### config.mk
export PLATFORM = sky130hd
export DESIGN_NAME = uart_tx_frame
export DESIGN_NICKNAME = d
export VERILOG_FILES = /design/src/rtl/uart_pkg.sv /design/src/rtl/uart_baud_gen.sv /design/src/rtl/uart_tx_frame.sv
export SDC_FILE = /design/constraint.sdc
export NUM_CORES = 1
export LEC_CHECK = 0
export CAP_MARGIN = 20
export CORE_MARGIN = 2
export CORE_UTILIZATION = 50
export DETAILED_ROUTE_END_ITERATION = 8
export PLACE_DENSITY = 0.81
export SYNTH_ARGS = -nofsm -noshare
export SYNTH_HDL_FRONTEND = slang
export SYNTH_SLANG_ARGS = --single-unit
### constraint.sdc
create_clock -name clk -period 2.1 [get_ports clk]
set_input_delay 0.315 -clock clk [delete_from_list [all_inputs] [get_ports clk]]
set_output_delay 0.315 -clock clk [all_outputs]
set_load 0.005 [all_outputs]
### src/rtl/uart_pkg.sv
// -----------------------------------------------------------------------------
// uart_pkg
// Shared definitions for the UART transmit path (and the future receiver).
//   tx_state_t           : transmitter frame state
//   DEFAULT_CLKS_PER_BIT : 100 MHz system clock / 9600 baud
//   PAR_EVEN / PAR_ODD   : parity-select values for the PARITY_ODD parameter
// -----------------------------------------------------------------------------
package uart_pkg;

    localparam int DEFAULT_CLKS_PER_BIT = 10416;

    localparam int PAR_EVEN = 0;
    localparam int PAR_ODD  = 1;

    typedef enum logic [2:0] {
        IDLE,
        START,
        DATA,
        PARITY,
        STOP
    } tx_state_t;

endpackage : uart_pkg

### src/rtl/uart_baud_gen.sv
// -----------------------------------------------------------------------------
// uart_baud_gen
// Bit-period timer. Counts 0..CLKS_PER_BIT-1 while enabled and flags the last
// cycle of each bit period with tick; the counter wraps to 0 on every tick.
//   clk    : system clock
//   rst_n  : asynchronous active-low reset
//   clear  : restart the bit period (takes priority over enable)
//   enable : count while high; tick is suppressed while low
//   tick   : high on the final cycle of a bit period (combinational)
// -----------------------------------------------------------------------------
module uart_baud_gen #(
    parameter int CLKS_PER_BIT = uart_pkg::DEFAULT_CLKS_PER_BIT
) (
    input  logic clk,
    input  logic rst_n,
    input  logic clear,
    input  logic enable,
    output logic tick
);

    localparam int              CNT_W = (CLKS_PER_BIT > 1) ? $clog2(CLKS_PER_BIT) : 1;
    localparam logic [CNT_W-1:0] LAST = CNT_W'(CLKS_PER_BIT - 1);

    logic [CNT_W-1:0] cnt;

    assign tick = enable && (cnt == LAST);

    // NOTE: state registers use non-blocking assignments so every flop samples
    // pre-edge values regardless of process evaluation order.
    always_ff @(posedge clk or negedge rst_n) begin
        if (!rst_n) begin
            cnt <= '0;
        end else if (clear) begin
            cnt <= '0;
        end else if (enable) begin
            cnt <= (cnt == LAST) ? '0 : cnt + CNT_W'(1);
        end
    end

endmodule : uart_baud_gen

### src/rtl/uart_tx_frame.sv
// -----------------------------------------------------------------------------
// uart_tx_frame
// UART transmitter: start bit, DATA_BITS data bits LSB-first, optional parity
// bit, STOP_BITS stop bits. A valid/ready handshake allows back-to-back frames
// with no idle gap; done pulses for one cycle after each frame.
//
// Build option: define UART_TX_PARITY_EN to include the parity bit
// (PARITY_ODD then selects odd (1) or even (0) parity).
//
//   clk   : system clock, rising edge
//   rst_n : asynchronous active-low reset
//   valid : request to send data
//   data  : word to send, sampled only on acceptance (valid && ready)
//   ready : can accept a word this cycle (combinational)
//   dout  : serial line, idle high (registered)
//   busy  : frame in progress (registered)
//   done  : one-cycle pulse after the final stop bit (registered)
// -----------------------------------------------------------------------------
module uart_tx_frame
    import uart_pkg::*;
#(
    parameter int CLKS_PER_BIT = DEFAULT_CLKS_PER_BIT,
    parameter int DATA_BITS    = 8,
    parameter int STOP_BITS    = 1,
    parameter int PARITY_ODD   = PAR_EVEN
) (
    input  logic                 clk,
    input  logic                 rst_n,
    input  logic                 valid,
    input  logic [DATA_BITS-1:0] data,
    output logic                 ready,
    output logic                 dout,
    output logic                 busy,
    output logic                 done
);

    localparam int BIT_W = $clog2(DATA_BITS);

    // Reject illegal configurations at elaboration time.
    if (CLKS_PER_BIT < 2 || DATA_BITS < 5 || DATA_BITS > 8 ||
        (STOP_BITS != 1 && STOP_BITS != 2) ||
        (PARITY_ODD != PAR_EVEN && PARITY_ODD != PAR_ODD)) begin : g_bad_params
        $error("uart_tx_frame: illegal parameter combination");
    end

    tx_state_t            state, state_next;
    logic                 tick;
    logic                 accept;
    logic                 last_data;
    logic                 last_stop;
    logic                 frame_end;
    logic [DATA_BITS-1:0] shift, shift_next;
    logic [BIT_W-1:0]     bit_cnt;
    logic                 stop_cnt;
    logic                 dout_next;
`ifdef UART_TX_PARITY_EN
    logic                 par_q;
`endif

    uart_baud_gen #(
        .CLKS_PER_BIT(CLKS_PER_BIT)
    ) u_baud (
        .clk   (clk),
        .rst_n (rst_n),
        .clear (accept),
        .enable(state != IDLE),
        .tick  (tick)
    );

    assign last_data = (bit_cnt == BIT_W'(DATA_BITS - 1));
    assign last_stop = (stop_cnt == 1'(STOP_BITS - 1));
    assign frame_end = (state == STOP) && last_stop && tick;
    // Ready also on the last stop cycle, so a waiting word starts with no gap.
    assign ready     = (state == IDLE) || frame_end;
    assign accept    = valid && ready;

    // Shift register advances only when a data bit finishes.
    assign shift_next = accept                       ? data :
                        (state == DATA && tick)      ? (shift >> 1) :
                                                       shift;

    // State register and registered outputs.
    always_ff @(posedge clk or negedge rst_n) begin
        if (!rst_n) begin
            state <= IDLE;
            dout  <= 1'b1;
            busy  <= 1'b0;
            done  <= 1'b0;
        end else begin
            state <= state_next;
            dout  <= dout_next;
            busy  <= (state_next != IDLE);
            done  <= frame_end;
        end
    end

    // Next-state logic.
    // NOTE: every always_comb output gets a default first, so no path can
    // leave it unassigned and infer a latch.
    always_comb begin
        state_next = state;
        case (state)
            IDLE:  if (accept) state_next = START;
            START: if (tick)   state_next = DATA;
            DATA: if (tick && last_data) begin
`ifdef UART_TX_PARITY_EN
                state_next = PARITY;
`else
                state_next = STOP;
`endif
            end
`ifdef UART_TX_PARITY_EN
            PARITY: if (tick) state_next = STOP;
`endif
            STOP:  if (frame_end) state_next = accept ? START : IDLE;
            default: state_next = IDLE;
        endcase
    end

    // Output logic: the line level for the state being entered, registered
    // above so dout changes on the same edge as the state.
    always_comb begin
        dout_next = 1'b1;
        case (state_next)
            START:  dout_next = 1'b0;
            DATA:   dout_next = shift_next[0];
`ifdef UART_TX_PARITY_EN
            PARITY: dout_next = par_q;
`endif
            default: dout_next = 1'b1;
        endcase
    end

    // Datapath: shift register, bit counters, parity of the accepted word.
    // NOTE: the shift register is reset too; it is a handful of flops and a
    // known value keeps dout deterministic straight out of reset.
    always_ff @(posedge clk or negedge rst_n) begin
        if (!rst_n) begin
            shift    <= '0;
            bit_cnt  <= '0;
            stop_cnt <= 1'b0;
`ifdef UART_TX_PARITY_EN
            par_q    <= 1'b0;
`endif
        end else begin
            shift <= shift_next;
            if (state == DATA && tick) begin
                bit_cnt <= last_data ? '0 : bit_cnt + BIT_W'(1);
            end
            if (state == STOP && tick) begin
                stop_cnt <= last_stop ? 1'b0 : 1'b1;
            end
`ifdef UART_TX_PARITY_EN
            if (accept) begin
                par_q <= (^data) ^ 1'(PARITY_ODD);
            end
`endif
        end
    end

endmodule : uart_tx_frame

# Word level (Yosys, flattened, before mapping)
# Index checks and enable logic that the tools add are counted.
[classes]
add_sub_neg = 2
n_eq_ne = 7
n_mux = 14
bitwise_logic = 1
reduce_logical = 13
[op_table]
columns = ["operator", "count"]
rows = [
  ["$mux 14", 3],
  ["$mux 8", 2],
  ["$mux 3", 5],
  ["$add 14x1->14 const B", 1],
  ["$eq 14x14->1 const B", 1],
  ["$pmux 3 s4", 1],
  ["$logic_and 1x1->1", 7],
  ["$eq 3x1->1 const B", 2],
  ["$eq 3x2->1 const B", 2],
  ["$eq 3x3->1 const B", 2],
  ["$reduce_bool 3->1", 2],
  ["$reduce_bool 2->1", 2],
  ["$add 3x1->3 const B", 1],
  ["$logic_not 3->1", 1],
  ["$mux 1", 2],
  ["$pmux 1 s2", 1],
  ["$logic_or 1x1->1", 1],
  ["$not 1->1", 1],
]
[word_totals]
regBits = 32
in_bits = 11
wordCells = 46

# Depth between registers and ports, before layout
[logic_depth]
word_depth = 10
mapped_depth = 8
mapped_depth_nobuf = 6

# By module
# From an unflattened synthesis, not the netlist that was laid out.
[unflattened]
cells_unflattened = 145
hier_area_um2 = 1609.0
[by_module_without_submodules]
columns = ["mod", "instances", "cells_per_inst", "area_each_um2", "seq_area_each_um2"]
rows = [
  ["uart_tx_frame", 1, 63, 809.5, 426.7],
  ["uart_baud_gen", 1, 82, 799.5, 350.3],
]

# Worst setup path after synthesis
# Ideal clock, no wire load.
[synth_timing]
path_kind = "reg-to-reg"
startpoint = "register u_baud.cnt[12]"
endpoint = "register shift[0]"
t_arrival_ns = 1.906
path_slack_ns = 0.062
stages_incl_launch_ff = 7
path_buffers = 1
period_less_slack_ns = 2.038
path_cell_list = "dfrtp_1 or4b_4 nor4_4 and2_1 buf_6 mux2i_1 mux2i_1"
[synth_between]
elab_chain_len = 6
[synth_rtl]
columns = ["element", "line", "text"]
rows = [
  ["start: declaration", "uart_baud_gen.sv:24", "logic [CNT_W-1:0] cnt;"],
  ["start signal: assignment", "uart_baud_gen.sv:36", "cnt <= (cnt == LAST) ? '0 : cnt + CNT_W'(1);"],
  ["$eq 14x14->1 *", "uart_baud_gen.sv:26", "assign tick = enable && (cnt == LAST);"],
  ["$logic_and 1x1->1 *", "uart_baud_gen.sv:26", ""],
  ["$logic_and 1x1->1", "uart_tx_frame.sv:72", "assign frame_end = (state == STOP) && last_stop && tick;"],
  ["$logic_or 1x1->1", "uart_tx_frame.sv:74", "assign ready = (state == IDLE) || frame_end;"],
  ["$logic_and 1x1->1", "uart_tx_frame.sv:75", "assign accept = valid && ready;"],
  ["$mux 8 *", "uart_tx_frame.sv:78", "assign shift_next = accept ? data :"],
  ["via shift_next[0]", "uart_tx_frame.sv:52", "logic [DATA_BITS-1:0] shift, shift_next;"],
  ["end signal: assignment", "uart_tx_frame.sv:146", "shift <= shift_next;"],
  ["end: declaration", "uart_tx_frame.sv:52", ""],
]
# The timed path passes the listed nets; every way through them passes the cells marked *. The select of a mux whose other input is x is not followed.
# A chain may end at the register's enable or synchronous reset.

# Worst setup path in the final report
[layout_timing]
startpoint = "register u_baud.cnt[6]"
endpoint = "output ready"
[layout_between]
elab_chain_len = 4
[layout_rtl]
columns = ["element", "line", "text"]
rows = [
  ["$eq 14x14->1", "uart_baud_gen.sv:26", ""],
  ["$logic_and 1x1->1", "uart_baud_gen.sv:26", ""],
  ["$logic_and 1x1->1", "uart_tx_frame.sv:72", ""],
  ["$logic_or 1x1->1", "uart_tx_frame.sv:74", ""],
  ["end: declaration", "uart_tx_frame.sv:31", "output logic ready,"],
]
# No other way between the ends.

==> results.cfg <==
[outcome]
status = complete, but fails checks
failed_checks = negative setup slack

[power_and_ir_drop]
leakagePower_nw = 0.867
power.density_nw_per_um2 = 786
p_int_mw = 1.04
comb_power_share = 0.248
netSwitchingFraction = 0.302
p_clk_frac = 0.248
seqPwrFrac = 0.503
max-vdd-ir-drop_mv = 0.422
power.switching_mw = 0.450
p_total_mw = 1.49

[drt]
detail_route.first_pass.iterations = 4
drtIter0Drc = 86
vias = 1244
drt-vias-per-instance = 5.71
wl_um = 3270
wl_per_cell_um = 15.0
postRouteAntennaNets = 0
drc_errors = 0

[layout]
layout.nets = 198
synthToLayoutAreaGrowth_pct = 23.2
fin_util = 0.632
n_antenna_cell = 0
final_common_cell = dfrtp_1
drive_above_1_share = 0.211
final_area_sq_um = 1900
final_cell_mix = dfrtp_1, nand2_1, buf_4

[yosys]
ys_seq_area_frac = 0.504
yosys_warnings = 0
ys.flop_type = dfrtp_1
synth_area_leaders = dfrtp_1, nand2_1, xor2_1
yosys.area.top_type = dfrtp_1
yosys.area.top_type_share = 0.487
avgSynthCellArea_sq_um = 10.2
synthCells = 151
synth_nets = 165
netlist-cell-type-count = 37
synth-edff-count = 0
syn_area_sq_um = 1540
synthArstFlopShare = 1.00
synth-seq-cells = 31

[worst_setup_path]
cpLargestDelayFamily = simple AND/OR/NAND/NOR gates
critPathLaunch = u_baud.cnt[6]
cp.arrival_ps = 1940
r2r-start = u_baud.cnt[6]
cp_max_fo = 2
critPathKind = reg -> out
path_cells = or4b_4, nor4_4, nor2_1, nor3_1, buf_2
cp-end-kind = output pin
slowest_stage = or4b_4
critical_path_required_ps = 1780
setup.worst_path.start_class = register
slowest_delay_ps = 540
cp_num_buf_inv = 1

[timing]
rsz0062_at_grt = true
fmax_mhz = 443
final.setup.worst_slack_ps = -156
worst_pin_slew_ps = 496
drv_slew = 0
post-route-period-util = 1.07
hold_viol = 0
setup_violations = 1
clock_skew_ps = 11.8
relSlewSlack = 0.666
fin_crit_ps = 2260

[die]
start_util = 0.513
rows = 20
pin_count = 15
die_area_sq_um = 3540
coreArea_sq_um = 3000
die_x_um = 59.5
dieHeight_um = 59.5

[place]
io_buffers = 14
dpl_cell_area_sq_um = 1800
gp_congestion = 0.814
dp_hpwl_um = 2260

[global_route]
grt_pass1_wl_um = 5230
grt_max_degree = 32
grt.total_usage = 0.201
grt_pass1_vias = 1187
overflow = 0
antenna_found_initial = 0

[clocking]
cts_sinks = 31
cts_tree = done
cts-root-buf = clkbuf_4
h-tree-depth = 2
clkTransAtPathRegs_ps = 100
cts_buffer_depth = 2
insertion_delay_ps = 340
cts_buffers = 5

[job]
cap_violations = 0

[worst_hold_path]
min_path_type = in -> async
-- per-stage QoR --
step	setup slack [ps]	cells	setup TNS, ps	hold WS, ps
4_1_cts	-186	216	-186	356
5_1_grt	-199	218	-275	375
6_report	-156	218	-156	348
3_3_place_gp	-135	207	-135	466
2_1_floorplan	62.4	151	0	19.4
3_5_place_dp	-184	207	-239	478
-- sequential cells by signal (all words and copies together), names as in the netlist --
signal	cells
u_baud.cnt	14
busy	1
dout	1
shift	8
bit_cnt	3
done	1
state	3
-- worst paths after layout --
check | to | slack, ps | cells past startpoint
min in group clk | bit_cnt[1] | 500 | 2
min | state[2] | 350 | 2
max | ready | -160 | 5
max in group asynchronous | dout | 1430 | 2
min reg2reg | bit_cnt[1] | 500 | 2
max reg2reg | shift[0] | 10 | 6
-- synth_stat cells, drive strengths merged, types with 2 or more instances --
| master | count |
|---|---|
| a21oi | 2 |
| a22oi | 6 |
| and3 | 3 |
| buf | 5 |
| clkbuf | 2 |
| dfrtp | 30 |
| ha | 3 |
| inv | 2 |
| mux2i | 2 |
| nand2 | 23 |
| nand3 | 3 |
| nand4 | 5 |
| nor2 | 17 |
| nor3 | 5 |
| nor4 | 4 |
| o21ai | 10 |
| o31ai | 2 |
| or4b | 2 |
| xnor2 | 4 |
| xor2 | 8 |
-- kinds of logic after synthesis --
group | after synthesis | share of synthesized area
flip-flops | 31 | 0.504
XOR/XNOR | 12 | 0.0682
adder cells (fa/ha/maj) | 3 | 0.0244
buffers and inverters | 9 | 0.0390
AND/OR/NAND/NOR | 67 | 0.224
multiplexers | 3 | 0.0203
AO/OA/AOI/OAI | 26 | 0.119
-- repair_timing --
| action | CTS | global route |
|---|---|---|
| resized for setup | 8 | 0 |
| hold buffers | 0 | 0 |
| pin swaps | 2 | 2 |
| endpoints found under the setup margin | 4 | 8 |
| buffers inserted | 2 | 2 |
-- per-layer routing --
| layer | GRT usage | share of wire |
|---|---|---|
| met5 | 0 | 0 |
| met4 | 0.0921 | 0.025 |
| met3 | 0.0655 | 0.048 |
| met2 | 0.320 | 0.49 |
| met1 | 0.249 | 0.44 |
-- final cells by class --
| cell class | instances | area [sq um] |
|---|---|---|
| fill | 239 | 1110 |
| clock inverter | 1 | 5.00 |
| multi-input combinational | 111 | 721 |
| inverter | 2 | 7.51 |
| timing repair buffer | 33 | 290 |
| sequential | 31 | 777 |
| tap | 33 | 41.3 |
| clock buffer | 7 | 55.1 |
-- power groups by stage --
| stage | Combinational, mW | Clock, mW | Sequential, mW |
|---|---|---|---|
| 6_report | 0.370 | 0.370 | 0.750 |
| 5_1_grt | 0.409 | 0.409 | 0.759 |
| 4_1_cts | 0.357 | 0.379 | 0.746 |
| 3_5_place_dp | 0.337 | 0 | 0.757 |
| 3_3_place_gp | 0.324 | 0 | 0.745 |
| 2_1_floorplan | 0.187 | 0 | 0.757 |
No activity file was read; power rests on OpenSTA's default activity.
